File: config.mk
export PLATFORM = sky130hd
export DESIGN_NAME = alu_seq_unit
export DESIGN_NICKNAME = d
export VERILOG_FILES = /design/src/rtl/alu_seq_unit.sv
export SDC_FILE = /design/constraint.sdc
export NUM_CORES = 1
export LEC_CHECK = 0
export BUFFER_PORTS_ARGS = -buffer_cell sky130_fd_sc_hd__buf_2
export CORE_MARGIN = 8
export CORE_UTILIZATION = 42
export CTS_CLUSTER_DIAMETER = 60
export CTS_CLUSTER_SIZE = 20
export DETAILED_ROUTE_END_ITERATION = 8
export GPL_TIMING_DRIVEN = 0
export PLACE_DENSITY = 0.58
export SLEW_MARGIN = 20
export SYNTH_ARGS = -nofsm -noshare
export SYNTH_HDL_FRONTEND = slang
export SYNTH_SLANG_ARGS = --single-unit
export TNS_END_PERCENT = 100
File: constraint.sdc
create_clock -name i_clk -period 3.35 [get_ports i_clk]
set_clock_uncertainty 0.15 [all_clocks]
set_input_delay 0.1675 -clock i_clk [delete_from_list [all_inputs] [get_ports i_clk]]
set_output_delay 0.1675 -clock i_clk [all_outputs]
set_load 0.02 [all_outputs]
File: src/rtl/alu_seq_unit.sv
// Registered EX-stage execute unit: single-cycle integer ALU ops with one-cycle
// latency, plus an iterative shift-add multiplier (MUL/MULHU) behind o_ready.
module alu_seq_unit #(
  parameter int DATA_W  = 32,
  parameter int OPER_W  = 5
) (
  input  logic              i_clk,
  input  logic              i_reset,
  input  logic              i_valid,
  output logic              o_ready,
  input  logic [OPER_W-1:0] i_oper,
  input  logic [DATA_W-1:0] i_op_a,
  input  logic [DATA_W-1:0] i_op_b,
  output logic              o_valid,
  output logic [DATA_W-1:0] o_data
);
  localparam int SHAMT_W = $clog2(DATA_W);

  localparam logic [OPER_W-1:0] OP_ADD   = OPER_W'(0);
  localparam logic [OPER_W-1:0] OP_SUB   = OPER_W'(1);
  localparam logic [OPER_W-1:0] OP_SLT   = OPER_W'(2);
  localparam logic [OPER_W-1:0] OP_SLTU  = OPER_W'(3);
  localparam logic [OPER_W-1:0] OP_XOR   = OPER_W'(4);
  localparam logic [OPER_W-1:0] OP_OR    = OPER_W'(5);
  localparam logic [OPER_W-1:0] OP_AND   = OPER_W'(6);
  localparam logic [OPER_W-1:0] OP_SLL   = OPER_W'(7);
  localparam logic [OPER_W-1:0] OP_SRL   = OPER_W'(8);
  localparam logic [OPER_W-1:0] OP_SRA   = OPER_W'(9);
  localparam logic [OPER_W-1:0] OP_LUI   = OPER_W'(10);
  localparam logic [OPER_W-1:0] OP_MUL   = OPER_W'(11);
  localparam logic [OPER_W-1:0] OP_MULHU = OPER_W'(12);

  typedef enum logic [1:0] {S_IDLE, S_MUL, S_DONE} state_t;

  state_t                state_q, state_d;
  logic [2*DATA_W-1:0]   mcand_q, mcand_d;
  logic [DATA_W-1:0]     mplier_q, mplier_d;
  logic [2*DATA_W-1:0]   acc_q, acc_d;
  logic [SHAMT_W-1:0]    cnt_q, cnt_d;
  logic                  hi_q, hi_d;
  logic                  valid_q, valid_d;
  logic [DATA_W-1:0]     data_q, data_d;

  logic [SHAMT_W-1:0]    shamt;
  logic [DATA_W-1:0]     alu_res;
  logic                  is_mul;

  assign shamt  = i_op_b[SHAMT_W-1:0];
  assign is_mul = (i_oper == OP_MUL) || (i_oper == OP_MULHU);

  always_comb begin
    alu_res = '0;
    case (i_oper)
      OP_ADD:  alu_res = i_op_a + i_op_b;
      OP_SUB:  alu_res = i_op_a - i_op_b;
      OP_SLT:  alu_res = {{(DATA_W-1){1'b0}}, ($signed(i_op_a) < $signed(i_op_b))};
      OP_SLTU: alu_res = {{(DATA_W-1){1'b0}}, (i_op_a < i_op_b)};
      OP_XOR:  alu_res = i_op_a ^ i_op_b;
      OP_OR:   alu_res = i_op_a | i_op_b;
      OP_AND:  alu_res = i_op_a & i_op_b;
      OP_SLL:  alu_res = i_op_a << shamt;
      OP_SRL:  alu_res = i_op_a >> shamt;
      OP_SRA:  alu_res = $signed(i_op_a) >>> shamt;
      OP_LUI:  alu_res = i_op_b;
      default: alu_res = '0;
    endcase
  end

  always_comb begin
    state_d  = state_q;
    mcand_d  = mcand_q;
    mplier_d = mplier_q;
    acc_d    = acc_q;
    cnt_d    = cnt_q;
    hi_d     = hi_q;
    valid_d  = 1'b0;
    data_d   = data_q;
    o_ready  = (state_q == S_IDLE);
    case (state_q)
      S_IDLE: begin
        if (i_valid) begin
          if (is_mul) begin
            mcand_d  = {{DATA_W{1'b0}}, i_op_a};
            mplier_d = i_op_b;
            acc_d    = '0;
            cnt_d    = '0;
            hi_d     = (i_oper == OP_MULHU);
            state_d  = S_MUL;
          end else begin
            valid_d = 1'b1;
            data_d  = alu_res;
          end
        end
      end
      S_MUL: begin
        if (mplier_q[0]) acc_d = acc_q + mcand_q;
        mcand_d  = mcand_q << 1;
        mplier_d = mplier_q >> 1;
        cnt_d    = cnt_q + 1'b1;
        // cnt wraps to zero on the last iteration, which is harmless
        if (cnt_q == SHAMT_W'(DATA_W-1)) state_d = S_DONE;
      end
      S_DONE: begin
        valid_d = 1'b1;
        data_d  = hi_q ? acc_q[2*DATA_W-1:DATA_W] : acc_q[DATA_W-1:0];
        state_d = S_IDLE;
      end
      default: state_d = S_IDLE;
    endcase
  end

  always_ff @(posedge i_clk) begin
    if (i_reset) begin
      state_q  <= S_IDLE;
      mcand_q  <= '0;
      mplier_q <= '0;
      acc_q    <= '0;
      cnt_q    <= '0;
      hi_q     <= 1'b0;
      valid_q  <= 1'b0;
      data_q   <= '0;
    end else begin
      state_q  <= state_d;
      mcand_q  <= mcand_d;
      mplier_q <= mplier_d;
      acc_q    <= acc_d;
      cnt_q    <= cnt_d;
      hi_q     <= hi_d;
      valid_q  <= valid_d;
      data_q   <= data_d;
    end
  end

  assign o_valid = valid_q;
  assign o_data  = data_q;
endmodule

==> Yosys cells after proc, flatten, opt, wreduce, memory -nomap -nowiden <==
Index checks and enable logic that the tools add are counted.
{ "word_totals": {"register_bits": 201, "out_inout_bits": 34} }
{ "op_classes": {"n_addsub": 4, "magnitude_cmp": 2, "eq_ne": 20, "shifts": 3, "mux": 25, "bitwise_logic": 3, "reduce_logical": 10} }
{ "ops": {"columns": ["operator", "count"], "rows": [
  ["32-bit case mux with 11 select lines", 1],
  ["64-bit two-way mux", 5],
  ["64-bit case mux with 2 select lines", 2],
  ["32-bit two-way mux", 5],
  ["32-bit case mux with 2 select lines", 2],
  ["64-bit adder", 1],
  ["32-bit less-than comparator", 2],
  ["32-bit adder", 1],
  ["32-bit AND", 1],
  ["32-bit bitwise OR", 1],
  ["32-bit by 5-bit left shift with 32-bit output", 1],
  ["32-bit by 5-bit right shift with 32-bit output", 1],
  ["32-bit by 5-bit >>> shifter with 32-bit output", 1],
  ["32-bit subtractor", 1],
  ["32-bit XOR", 1],
  ["5-bit by 4-bit equality test with 1-bit output, second input constant", 5],
  ["5-bit by 3-bit equality test with 1-bit output, second input constant", 4],
  ["3-bit AND reduction", 4],
  ["5-bit by 2-bit equality test with 1-bit output, second input constant", 2],
  ["5-bit two-way mux", 2],
  ["5-bit case mux with 2 select lines", 1],
  ["2-bit inequality test, second input constant", 4],
  ["2-bit two-way mux", 3],
  ["5-bit by 1-bit adder with 5-bit output, second input constant", 1],
  ["13 further kinds", 15]
]} }

==> Longest topological paths before layout <==
{ "logic_depth": {"depth_word": 5, "mapped_depth": 15, "depth_no_buf": 14} }

==> Least setup slack after synthesis <==
Ideal clock, no wire load.
{ "synth_path": {"path_type": "input -> register", "from": "input port i_op_b[2]", "to": "register data_q[31], in the netlist o_data[31]", "arrival_ps": 3464, "required_ps": 3114, "path_slack_ps": -349, "cell_stages": 13, "path_buffers": 2, "path_cell_list": "inv_2 -> buf_1 -> clkbuf_1 -> ha_1 -> a21oi_1 -> o21a_1 -> or4_1 -> a211oi_1 -> o22ai_1 -> o41ai_1 -> xor2_1 -> a311oi_1 -> a211oi_1"} }
{ "synth_between": {"elab_chain_cells": 5, "word_cells_on_any_way": 9, "cone_classes": "add/sub: 2; shift: 3; mux: 4"} }
{ "synth_lines": {"columns": ["item", "line_no", "rtl"], "rows": [
  ["from (decl)", "13", "input logic [DATA_W-1:0] i_op_b,"],
  ["32-bit subtractor (tied with other cells)", "55", "OP_SUB: alu_res = i_op_a - i_op_b;"],
  ["32-bit case mux with 11 select lines *", "53", "case (i_oper)"],
  ["32-bit two-way mux *", "82", "if (is_mul) begin"],
  ["32-bit two-way mux *", "81", "if (i_valid) begin"],
  ["32-bit case mux with 2 select lines *", "79", "case (state_q)"],
  ["to (signal assigned)", "130", "data_q <= data_d;"],
  ["to (decl)", "42", "logic [DATA_W-1:0] data_q, data_d;"]
]} }
Every way passes the cells marked *; elsewhere a longest branch is shown, timed or not. The select of a mux whose other input is x is not followed.
A chain may end at the register's enable or synchronous reset.

==> Worst setup path after layout <==
{ "layout_path": {"from": "input port i_op_b[0]", "to": "register data_q[22], in the netlist o_data[22]"} }
The elaborated chain is that of the path after synthesis.

==> results_dict.tcl <==
set metrics [dict create \
    clk_latency_ns 0.57 \
    die_w_um 236 \
    fin_crit_sh_pct 103 \
    rsz0062_at_grt "true" \
    violations "setup timing" \
    die_h_um 236 \
    crit_required_ns 3.70 \
    clkPwrFrac_pct 38.4 \
    swShare_pct 38.2 \
    areaGrowthSynthToFinish_pct 19.8 \
    worst_pin_slew_ns 1.22 \
    initial_core_util_pct 42.6 \
    syn-instance-count 2736 \
    grt_max_degree 21 \
    finalMaxSlewViolations 0 \
    grt_pass1_vias 23400 \
    reg2reg_slack_ns -0.02 \
    cp-end-kind "flip-flop" \
    dpl.hpwl_mm 86.2 \
    wl_per_cell_um 31.1 \
    firstDrtPassIters 7 \
    worst_hold_path_type "primary input to flip-flop" \
    nNetsFinal 3181 \
    ant_nets 0 \
    power.density_nw_per_um2 326 \
    core_area_um2 47800 \
    drc_errors 0 \
    p_int_uw 4920 \
    seq_area_um2 4050 \
    critPathLaunchType "primary input" \
    multi_input_area_um2 15900 \
    ys_warn_count 0 \
    grt_pass1_wl_mm 160 \
    met3_usage_pct 8.08 \
    cts.path.max_buffers 3 \
    switchingPower_uw 3040 \
    io_pins 106 \
    crit_type "primary input to flip-flop" \
    finalSetupViolCount 3 \
    drt-total-wl_mm 111 \
    io_buffers 104 \
    final_area_um2 24400 \
    final_cell_mix "nor2_1, nand2_1, a21oi_1" \
    drtIter0Drc 2905 \
    grt_overflow 0 \
    htree_num_levels 1 \
    cp_slowest_stage_delay_ns 0.74 \
    antenna_found_initial 2 \
    dieArea_um2 55900 \
    cts_num_sinks 201 \
    gp_congestion 1.07 \
    num-fill-cells 4686 \
    tritoncts "built" \
    p_seq_share_pct 31.7 \
    fmax_mhz 290 \
    ys_seq_area_share_pct 19.7 \
    drive_above_1_share_pct 15.7 \
    dpl_cell_area_um2 21800 \
    cp_slowest_cell "nor3_1" \
    grt.busiest_layer "met2" \
    async_flop_share_pct 0 \
    ys_ff_latch 201 \
    p_comb_share_pct 29.9 \
    worstPathCellList "buf_2 -> clkbuf_4 -> buf_6 -> buf_6 -> buf_6 -> nor3_1 -> a22oi_1 -> nor2_1 -> a21oi_1 -> a21oi_1 -> a2111oi_2 -> o221ai_1 -> nand2_1 -> nand2_1" \
    crit_path_frequent_cell "buf_6" \
    worstPathMaxFanout 10 \
    setup_slack_ns -0.0933 \
    netlist_area_um2 20400 \
    instances_no_fill 3571 \
    cap_violations 0 \
    grt_util_met2_pct 60.7 \
    avgSynthCellArea_um2 7.46 \
    cp_num_buf_inv 5 \
    cpLargestDelayFamily "compound AO/OA/AOI/OAI gates" \
    vias 24200 \
    outcome "finished, violations left" \
    routed_via_density 6.78 \
    synthDistinctLibCells 87 \
    mappedNetlistNets 2980 \
    hold_viol 0 \
    synth_ff_type "dfxtp_1" \
    dp_cells 3457 \
    final_common_cell "nor2_1" \
    met1_usage_pct 46.0 \
    path_clk_slew_ns 0.08 \
    leakage_uw 0.00980 \
    synth_edf_count 0 \
    arrival_ns 3.80 \
    ir_drop_mv 0.322 \
    maxSlewHeadroom_pct 18.8 \
    min_period_ns 3.44 \
    grt_usage_pct 37.9 \
    finalSetupTns_ns -0.165 \
    cts_buffers 24 \
    clock-root-buffer "clkbuf_16" \
    rows 80 \
]
## stage by stage
stage               hold WS, ns  setup WS [ns]  total power (uW)  util, %
global placement          0.310          -2.23              4670     45.4
floorplan                 0.166         0.0179              3820        -
global route             0.0776         -0.102              8170     51.1
detailed placement        0.321          -2.12              4680     45.5
finish                   0.0616        -0.0933              7960     51.1
CTS                      0.0723       -0.00618              7820     49.8
## power groups by stage
stage	registers, uW	logic [uW]	clock network [uW]
final	2520	2380	3060
after global routing	2520	2470	3170
after CTS	2510	2230	3080
after detailed placement	2570	2110	0
after global placement	2570	2110	0
after floorplan	2570	1250	0
## routing by layer
layer / up-vias / part of all wire (%)
met2: 1544 / 44
met3: 440 / 9.2
met4: 2 / 8.0
met5: - / 0.0099
li1: 10500 / -
met1: 11700 / 39
## worst reg2reg max path, delay by kind of cell (launching register included)
| kind | cells | cell delay, ns |
|---|---|---|
| AND/OR/NAND/NOR | 4 | 1.15 |
| AO/OA/AOI/OAI | 5 | 1.11 |
| flip-flops | 1 | 0.51 |
| buffers and inverters | 1 | 0.35 |
## cell families after synthesis
logic type	Yosys count	share of synthesized area [%]
simple gates	950	20.5
compound gates	869	28.8
buf+inv	328	6.62
flops	201	19.7
fa+ha+maj	172	10.7
mux	137	10.3
xor+xnor	79	3.39
## cell type report
cell class,count,area share [%]
diodes,1,0.0102
plain buffers,201,3.94
clock buffers,28,2.69
clock inverters,16,1.08
inverters,107,1.67
multi-input cells,2207,65.2
flip-flops and latches,201,16.6
well taps,615,3.15
repair buffers,195,5.72
## synth_stat cells (all sizes together), types with 48 or more instances
master  instances  area (um2)
a311oi         73         639
nor2          362        1360
buf            48         274
o21ai         151         756
nand3          63         315
dfxtp         201        4020
nor3           66         335
nand2         303        1140
ha            169        2110
a22oi          61         458
xnor2          51         447
inv           107         402
a21oi         231        1160
mux2i          66         661
mux4           57        1280
clkbuf        172         667
a21o           61         458
## registers in the layout (all words and copies together), names as in the netlist
name      count
o_valid       1
acc_q        64
state_q       2
cnt_q         5
hi_q          1
mcand_q      64
mplier_q     32
o_data       32
## what timing repair did
item | CTS | global route
hold buffers | 58 | 0
buffers inserted | 15 | 16
endpoints found under the setup margin | 75 | 57
pin swaps | 19 | 24
hold endpoints to repair | 64 | 0
gates resized for setup | 122 | 131
## path summary, 6_finish.rpt
path,startpoint,to,depth (start not counted)
setup / recovery,i_op_b[0],o_data[22]$_SDFFE_PP0P_,14
setup reg to reg,state_q[0]$_SDFFE_PP0P_,o_data[25]$_SDFFE_PP0P_,10
hold / removal,i_op_a[4],mcand_q[4]$_SDFFE_PP0P_,4
hold reg to reg,mplier_q[2]$_SDFFE_PP0P_,mplier_q[1]$_SDFFE_PP0P_,2
(Power assumes the default switching activity.)
